## src/rtl/temp_sensor_filter.sv

```systemverilog
`default_nettype none
// ============================================================================
// temp_sensor_filter : moving-average filter with stale-sensor watchdog
// Rev 1.0
// ============================================================================
module temp_sensor_filter #(
  parameter int                 AVG_LOG2    = 2,
  parameter logic signed [7:0]  IDLE_TEMP   = 8'sd25,
  parameter int                 STALE_LIMIT = 1000
) (
  input  logic              clk,
  input  logic              rstn,
  input  logic              raw_valid,
  input  logic signed [7:0] raw_data,
  output logic signed [7:0] temp_o,
  output logic              temp_valid,
  output logic              fault_o
);

  localparam int N   = 1 << AVG_LOG2;
  localparam int SW  = 8 + AVG_LOG2;
  localparam int SCW = $clog2(STALE_LIMIT);

  localparam logic [SCW-1:0]      STALE_MAX = SCW'(STALE_LIMIT - 1);
  localparam logic [AVG_LOG2-1:0] FILL_LAST = AVG_LOG2'(N - 1);
  localparam logic signed [7:0]   ERR_CODE  = 8'h80;

  localparam logic [1:0] ST_WARMUP = 2'd0;
  localparam logic [1:0] ST_RUN    = 2'd1;
  localparam logic [1:0] ST_FAULT  = 2'd2;

  logic [1:0]          state;
  logic [1:0]          state_nxt;
  logic signed [7:0]   win_mem [N];
  logic [AVG_LOG2-1:0] wr_ptr;
  logic [AVG_LOG2-1:0] fill;
  logic signed [SW-1:0] sum;
  logic signed [SW-1:0] sum_nxt;
  logic signed [SW-1:0] sum_shift;
  logic signed [SW-1:0] raw_ext;
  logic signed [SW-1:0] evict_ext;
  logic signed [7:0]   evict;
  logic signed [7:0]   avg_q;
  logic signed [7:0]   avg_nxt;
  logic [SCW-1:0]      stale;
  logic                accept;
  logic                timeout;

  assign accept  = raw_valid && (raw_data != ERR_CODE);
  assign timeout = (state != ST_FAULT) && !accept && (stale == STALE_MAX);

  // Only a full window (RUN) has a real entry to evict; while filling it counts as zero.
  assign evict     = (state == ST_RUN) ? win_mem[wr_ptr] : 8'sd0;
  assign raw_ext   = {{AVG_LOG2{raw_data[7]}}, raw_data};
  assign evict_ext = {{AVG_LOG2{evict[7]}}, evict};
  assign sum_nxt   = sum + raw_ext - evict_ext;
  assign sum_shift = sum_nxt >>> AVG_LOG2;
  assign avg_nxt   = sum_shift[7:0];

  always_ff @(posedge clk or negedge rstn) begin
    if (!rstn) begin
      state <= ST_WARMUP;
    end else begin
      state <= state_nxt;
    end
  end

  always_comb begin
    state_nxt = state;
    case (state)
      ST_WARMUP: begin
        if (accept && (fill == FILL_LAST)) begin
          state_nxt = ST_RUN;
        end else if (timeout) begin
          state_nxt = ST_FAULT;
        end
      end
      ST_RUN: begin
        if (timeout) begin
          state_nxt = ST_FAULT;
        end
      end
      ST_FAULT: begin
        if (accept) begin
          state_nxt = ST_WARMUP;
        end
      end
      default: state_nxt = ST_WARMUP;
    endcase
  end

  always_comb begin
    temp_o     = IDLE_TEMP;
    temp_valid = 1'b0;
    fault_o    = 1'b0;
    case (state)
      ST_RUN: begin
        temp_o     = avg_q;
        temp_valid = 1'b1;
      end
      ST_FAULT: begin
        fault_o = 1'b1;
      end
      default: begin
        temp_o = IDLE_TEMP;
      end
    endcase
  end

  always_ff @(posedge clk or negedge rstn) begin
    if (!rstn) begin
      sum    <= '0;
      fill   <= '0;
      wr_ptr <= '0;
      stale  <= '0;
      avg_q  <= IDLE_TEMP;
    end else if (timeout) begin
      sum    <= '0;
      fill   <= '0;
      wr_ptr <= '0;
      stale  <= '0;
    end else if (accept) begin
      sum    <= sum_nxt;
      wr_ptr <= wr_ptr + 1'b1;
      stale  <= '0;
      if (state != ST_RUN) begin
        fill <= fill + 1'b1;
      end
      if (state_nxt == ST_RUN) begin
        avg_q <= avg_nxt;
      end
    end else if ((state != ST_FAULT) && (stale != STALE_MAX)) begin
      stale <= stale + 1'b1;
    end
  end

  // Window storage needs no reset: entries are only read once the window is full.
  always_ff @(posedge clk) begin
    if (accept) begin
      win_mem[wr_ptr] <= raw_data;
    end
  end

endmodule
`default_nettype wire

```

## config.mk

```make
export PLATFORM = sky130hd
export DESIGN_NAME = temp_sensor_filter
export DESIGN_NICKNAME = d
export VERILOG_FILES = /design/src/rtl/temp_sensor_filter.sv
export SDC_FILE = /design/constraint.sdc
export NUM_CORES = 1
export LEC_CHECK = 0
export ABC_AREA = 1
export CAP_MARGIN = 20
export CORE_ASPECT_RATIO = 0.75
export CORE_MARGIN = 5
export CORE_UTILIZATION = 46
export DETAILED_ROUTE_END_ITERATION = 6
export PLACE_DENSITY = 0.65
export SLEW_MARGIN = 20
export SYNTH_ARGS = -nofsm -noshare
export SYNTH_HDL_FRONTEND = slang
export SYNTH_SLANG_ARGS = --single-unit
```

## constraint.sdc

```tcl
create_clock -name clk -period 3.9 [get_ports clk]
set_input_delay 0.39 -clock clk [delete_from_list [all_inputs] [get_ports clk]]
set_output_delay 0.39 -clock clk [all_outputs]
set_load 0.05 [all_outputs]
```

==> impl_metrics.yaml, run 1 <==
outcome:
  status: "finished, final reports clean"
clock_network:
  clk_pin_slew_ns: 0.07
  postCtsSetupRepairBufs: 0
  cts.sinks: 66
  clockRootBuffer: "clkbuf_8"
  max-clock-path-buffers: 2
  postCtsHoldBufs: 0
  cts_resized: 0
  numCtsBuffers: 9
  cts_tree: "built"
  clk_latency_ns: 0.34
  htree_levels: 3
detailed_routing:
  viasPerCell: 4.96
  drt-total-wl_um: 8100
  drt_iter0_markers: 170
  vias: 2882
  ant_nets: 0
  remaining_drc_errors: 0
  first_pass_iters: 4
  wl_per_cell_um: 13.9
floorplanning:
  start_util: 0.477
  io_pins: 21
  std_cell_rows: 28
  chipWidth_um: 115
  die_h_um: 88.6
  core_mm2: 0.00795
  dieArea_mm2: 0.0102
power:
  switchingPower_mw: 1.80
  cellPowerDensity_mw_per_mm2: 901
  swShare: 0.467
  power.share.combinational: 0.599
  clkPwrFrac: 0.143
  power_frac_seq: 0.258
  p_int_mw: 2.05
  power_leakage_nw: 2.03
  irDropWorstVdd_mv: 0.385
timing:
  period_minus_slack_ns: 3.22
  fin_crit_sh: 0.825
  relSlewSlack: 0.424
  setup_viol: 0
  skew_ns: 0.00710
  rsz0062_at_grt: "no"
  fmax_mhz: 311
  worstMarginPinSlew_ns: 0.861
  finalHoldViolCount: 0
  tns_ns: 0
  slew_viol_final: 0
place:
  hpwl_um: 5920
  placed_area_mm2: 0.00409
  gp_congestion: 0.855
  dp.cells: 565
  portBuffers: 20
global_routing:
  grt_start_max_net_pins: 35
  overflow: 0
  grt_usage: 0.177
  grt_use_met1: 0.249
  use_met3: 0.0424
  met2_usage: 0.274
  antenna_found_initial: 0
  grt_pass1_vias: 2866
  grt_pass1_wl_um: 13800
  busiest_layer: "met2"
flow_run:
  drv_cap: 0
finish:
  multi_input_area_mm2: 0.00160
  fill_cells: 737
  seqCellArea_mm2: 0.00182
  final_area_mm2: 0.00427
  layout.cells.non_filler: 581
  final_net_count: 508
  drive_gt1_frac: 0.0651
  final_cell_mix: "nand2_1, inv_1, nor2_1"
  mostFrequentLayoutCell: "nand2_1"
  area_growth_syn_to_layout_pct: 12.7
  diodes: 0
setup_path:
  worstSetupPathType: "flip-flop to flip-flop"
  cp.required_ns: 4.16
  start_kind: "flip-flop"
  crit_path_end_kind: "flip-flop"
  path_max_fanout: 20
  cp_data_arrival_time_ns: 3.48
logic_synthesis:
  ys_seq_area_frac: 0.479
  syn_inst: 446
  syn_area_per_cell_um2: 8.50
  syn_nets: 483
  ys_ff_latch: 66
  netlist_area_mm2: 0.00379
  synth_warnings: 0
  synth_cell_types: 31
min_path:
  hold_path.class: "primary input to asynchronous set/reset pin"
[stage by stage]
step                hold WS (ns)  total power, mW  setup slack [ns]  utilization
floorplan                 0.0944             2.74             0.825            -
global placement           0.457             3.23             0.761        0.514
detailed placement         0.469             3.29             0.729        0.514
CTS                        0.482             3.86             0.716        0.537
global route               0.499             4.24             0.394        0.537
finish                     0.479             3.85             0.682        0.537
[cell type report]
cell class,count,share of cell area
clock buffers,13,0.0348
well taps,105,0.0307
inverters,87,0.0764
clock inverters,3,0.00907
repair buffers,22,0.0504
multi-input cells,285,0.374
flip-flops and latches,66,0.425
[power groups by stage]
stage / registers (mW) / clock network (mW) / logic (mW)
global route: 1.01 / 0.603 / 2.63
finish: 0.993 / 0.552 / 2.31
CTS: 0.993 / 0.567 / 2.30
floorplan: 0.977 / 0 / 1.76
global placement: 1.00 / 0 / 2.23
detailed placement: 1.01 / 0 / 2.28
[cell families after synthesis]
| kind of cell | after synthesis | synth area share |
|---|---|---|
| buffers and inverters | 95 | 0.0997 |
| DFF | 66 | 0.479 |
| adders and majority gates | 26 | 0.104 |
| xor gates and xnor gates | 7 | 0.0162 |
| and+or+nand+nor | 194 | 0.215 |
| AOI/OAI and AO/OA | 58 | 0.0868 |
[layer usage]
metal  vias up  share of wire
li1       1459              -
met1      1367           0.51
met2        49           0.43
met3         7          0.043
met4         0          0.012
met5         -              0
[registers in the layout (all words and copies together) (netlist names)]
signal / cells
avg_q: 8
fill: 2
stale: 10
state: 2
sum: 10
win_mem: 32
wr_ptr: 2
[critical path, cell delays in order, from the launching register on]
cell      delay [ns]
dfrtp_1         0.33
buf_4           0.22
clkinv_1        0.42
o21ai_0         0.32
a21oi_1         0.18
fa_1            0.54
inv_1           0.04
ha_1            0.34
nand2_1         0.12
inv_1           0.05
a21oi_1         0.21
nand2_1         0.08
nand2_1         0.06
nand2_1         0.07
o21ai_0         0.16
[worst paths after layout]
path,startpoint,end,slack (ns),depth (start not counted)
setup / recovery,wr_ptr[0],avg_q[6],0.68,14
hold / removal,rstn,sum[7],0.48,2
setup reg to reg,wr_ptr[0],avg_q[6],0.68,14
hold reg to reg,fill[1],fill[1],0.48,2
max in group asynchronous,rstn,avg_q[4],3.06,2
min in group clk,fill[1],fill[1],0.48,2
[Yosys cell counts, drive strengths merged]
| cell type | number | area share |
|---|---|---|
| dfrtp | 31 | 0.20 |
| nand3 | 15 | 0.020 |
| nand3b | 3 | 0.0059 |
| fa | 9 | 0.048 |
| inv | 85 | 0.084 |
| o211ai | 1 | 0.0056 |
| xor2 | 6 | 0.014 |
| o22ai | 7 | 0.012 |
| xnor2 | 1 | 0.0023 |
| buf | 7 | 0.013 |
| nand4 | 7 | 0.012 |
| clkinv | 2 | 0.0020 |
| ha | 17 | 0.056 |
| a21oi | 14 | 0.018 |
| o31ai | 1 | 0.0020 |
| and3 | 1 | 0.0017 |
| clkbuf | 1 | 0.00099 |
| dfstp | 3 | 0.021 |
| o21ai | 35 | 0.049 |
| edfxtp | 32 | 0.25 |
| nor3 | 3 | 0.0040 |
| or2 | 4 | 0.0066 |
| nand2 | 100 | 0.10 |
| nor2 | 61 | 0.065 |
Note: power is estimated with default switching activity, not from simulation.
==> inputs of run 2 (changes only) <==
--- a/config.mk
+++ b/config.mk
@@ -11,7 +11,7 @@
 export CORE_MARGIN = 5
 export CORE_UTILIZATION = 46
 export DETAILED_ROUTE_END_ITERATION = 6
-export PLACE_DENSITY = 0.65
+export PLACE_DENSITY = 0.67
 export SLEW_MARGIN = 20
 export SYNTH_ARGS = -nofsm -noshare
 export SYNTH_HDL_FRONTEND = slang
==> constraint.sdc (replaced) <==
create_clock -name clk -period 2.8 [get_ports clk]
set_input_delay 0.28 -clock clk [delete_from_list [all_inputs] [get_ports clk]]
set_output_delay 0.28 -clock clk [all_outputs]
set_load 0.05 [all_outputs]
==> run 2 against run 1 <==
- utilization is 5.5 points higher
- routed wire length is 5.1% higher
- total power rose by 67%
- critical path depth rose by 1
- register-to-register slack worse by 0.57 ns
- critical endpoint is now sum[6]
==> impl_metrics.yaml, run 2 (synthesized netlist as in run 1, its figures left out) <==
floorplanning:
  start_util: 0.477
  std_cell_rows: 28
  chipWidth_um: 115
  io_pins: 21
  dieArea_mm2: 0.0102
  die_h_um: 88.6
  core_mm2: 0.00795
clock_network:
  clk_latency_ns: 0.35
  max-clock-path-buffers: 2
  clk_pin_slew_ns: 0.08
  cts.sinks: 66
  clockRootBuffer: "clkbuf_8"
  cts_tree: "built"
  postCtsHoldBufs: 0
  numCtsBuffers: 9
  htree_levels: 3
setup_path:
  r2r_cells: 15
  path_depth: 15
  cp.required_ns: 3.03
  path_buf_inv: 3
  r2r-end: "sum[6]"
  crit_path_cell_trace: "buf_6, nor2_1, nor2_1, o21ai_0, a21oi_2, fa_1, inv_2, ha_4, nand2_1, inv_1, nand4_1, nand3_1, nand2_1, nand2_2, o21ai_0"
  cp_slowest_cell: "fa_1"
  endpoint: "sum[6]"
  crit_path_end_kind: "flip-flop"
  worstSetupPathType: "flip-flop to flip-flop"
  start_kind: "flip-flop"
  worstSetupStartpoint: "wr_ptr[0]"
  cp_data_arrival_time_ns: 2.92
  reg2reg_from: "wr_ptr[0]"
  path_max_fanout: 12
  slowest_delay_ns: 0.57
  rrSetupSlack_ns: 0.12
  cp_top_family: "adder cells"
power:
  power_frac_seq: 0.213
  power.share.combinational: 0.660
  irDropWorstVdd_mv: 0.936
  cellPowerDensity_mw_per_mm2: 1370
  p_int_mw: 3.49
  power_leakage_nw: 2.18
  swShare: 0.458
  switchingPower_mw: 2.95
  clkPwrFrac: 0.127
  power_mw: 6.43
place:
  hpwl_um: 6260
  gp_congestion: 0.975
  dp.cells: 586
  placed_area_mm2: 0.00425
  portBuffers: 20
timing:
  finalHoldViolCount: 0
  slew_viol_final: 0
  tns_ns: 0
  setup_viol: 0
  relSlewSlack: 0.668
  period_minus_slack_ns: 2.68
  fin_crit_sh: 0.959
  rsz0062_at_grt: "yes"
  skew_ns: 0.0124
  fmax_mhz: 373
  worstMarginPinSlew_ns: 0.496
global_routing:
  grt_start_max_net_pins: 35
  grt_usage: 0.177
  grt_pass1_wl_um: 14000
  overflow: 0
  grt_pass1_vias: 2908
  antenna_found_initial: 0
flow_run:
  drv_cap: 0
finish:
  mostFrequentLayoutCell: "nand2_1"
  final_area_mm2: 0.00471
  top_register: "win_mem"
  largest_reg_flops: 32
  largestRegisters: "win_mem: 32 flops, stale: 10 flops, sum: 10 flops"
  drive_gt1_frac: 0.215
  area_growth_syn_to_layout_pct: 24.3
  final_net_count: 535
  fill_cells: 695
  fin_util: 0.592
  layout.cells.non_filler: 608
  diodes: 0
  final_cell_mix: "nand2_1, inv_1, nor2_1"
detailed_routing:
  drt_iter0_markers: 179
  ant_nets: 0
  remaining_drc_errors: 0
  drt-total-wl_um: 8510
  wl_per_cell_um: 14.0
  vias: 3019
  first_pass_iters: 5
  viasPerCell: 4.97
min_path:
  hold_path.class: "primary input to asynchronous set/reset pin"
outcome:
  status: "finished, final reports clean"
==> run 2: cell count changes in the layout (fill, tap and decap cells not counted), sizes merged <==
cell      change
buf          +27
clkinvlp      +4
clkbuf        -3
clkinv        -2
inv           +1
==> run 2: power by group through the flow <==
stage | Combinational (mW) | Clock (mW) | Sequential (mW)
after floorplan | 2.47 | 0 | 1.36
after global routing | 4.74 | 0.882 | 1.40
after CTS | 3.33 | 0.835 | 1.37
final | 4.24 | 0.817 | 1.37
after detailed placement | 3.31 | 0 | 1.39
after global placement | 3.21 | 0 | 1.38
==> run 2: how the worst min path moves through the flow <==
stage | to | slack [ns] | depth (start not counted)
floorplan | avg_q[1] | -0.02 | 0
global placement | fill[1] | 0.46 | 2
detailed placement | avg_q[5] | 0.47 | 2
CTS | avg_q[2] | 0.36 | 2
global route | sum[8] | 0.39 | 2
finish | sum[8] | 0.33 | 2
==> run 2: area by class of cell <==
cell class	count	area, µm²	area share
tap	105	131	0.0279
multi-input combinational	285	1790	0.380
timing repair buffer	49	437	0.0927
inverter	87	330	0.0701
sequential	66	1820	0.386
clock inverter	6	66.3	0.0141
clock buffer	10	138	0.0292
==> run 2: per-layer routing <==
metal  vias up  GRT usage  routed length, µm
met4         0     0.0480                132
met2        81      0.275               3790
li1       1510          -                  -
met3        14     0.0424                427
met1      1414      0.252               4170
met5         -          0                  0
==> run 2: repair_timing <==
item	in CTS	in global routing
buffers inserted	0	6
setup endpoints to repair	0	13
resized for setup	0	71
==> run 2: metrics by stage <==
stage / hold WS (ns) / setup WS [ns]
final: 0.334 / 0.116
after global routing: 0.390 / -0.0322
after CTS: 0.361 / 0.0503
after detailed placement: 0.474 / 0.0658
after global placement: 0.461 / 0.118
after floorplan: -0.0156 / 0.0119
==> run 2: worst reg2reg max path: cells and delay by family, from the launching register on <==
family | cells | cell delay [ns]
flip-flops | 1 | 0.45
AND/OR/NAND/NOR | 7 | 0.66
adder cells (fa/ha/maj) | 2 | 0.90
AO/OA/AOI/OAI | 3 | 0.26
buffers and inverters | 3 | 0.30
==> inputs of run 3 (changes only) <==
--- a/config.mk
+++ b/config.mk
@@ -6,7 +6,7 @@
 export NUM_CORES = 1
 export LEC_CHECK = 0
 export ABC_AREA = 1
-export CAP_MARGIN = 20
+export CAP_MARGIN = 5
 export CORE_ASPECT_RATIO = 0.75
 export CORE_MARGIN = 5
 export CORE_UTILIZATION = 46
==> results of run 3 <==
Final layout, timing and power as in run 2 (identical DEF).
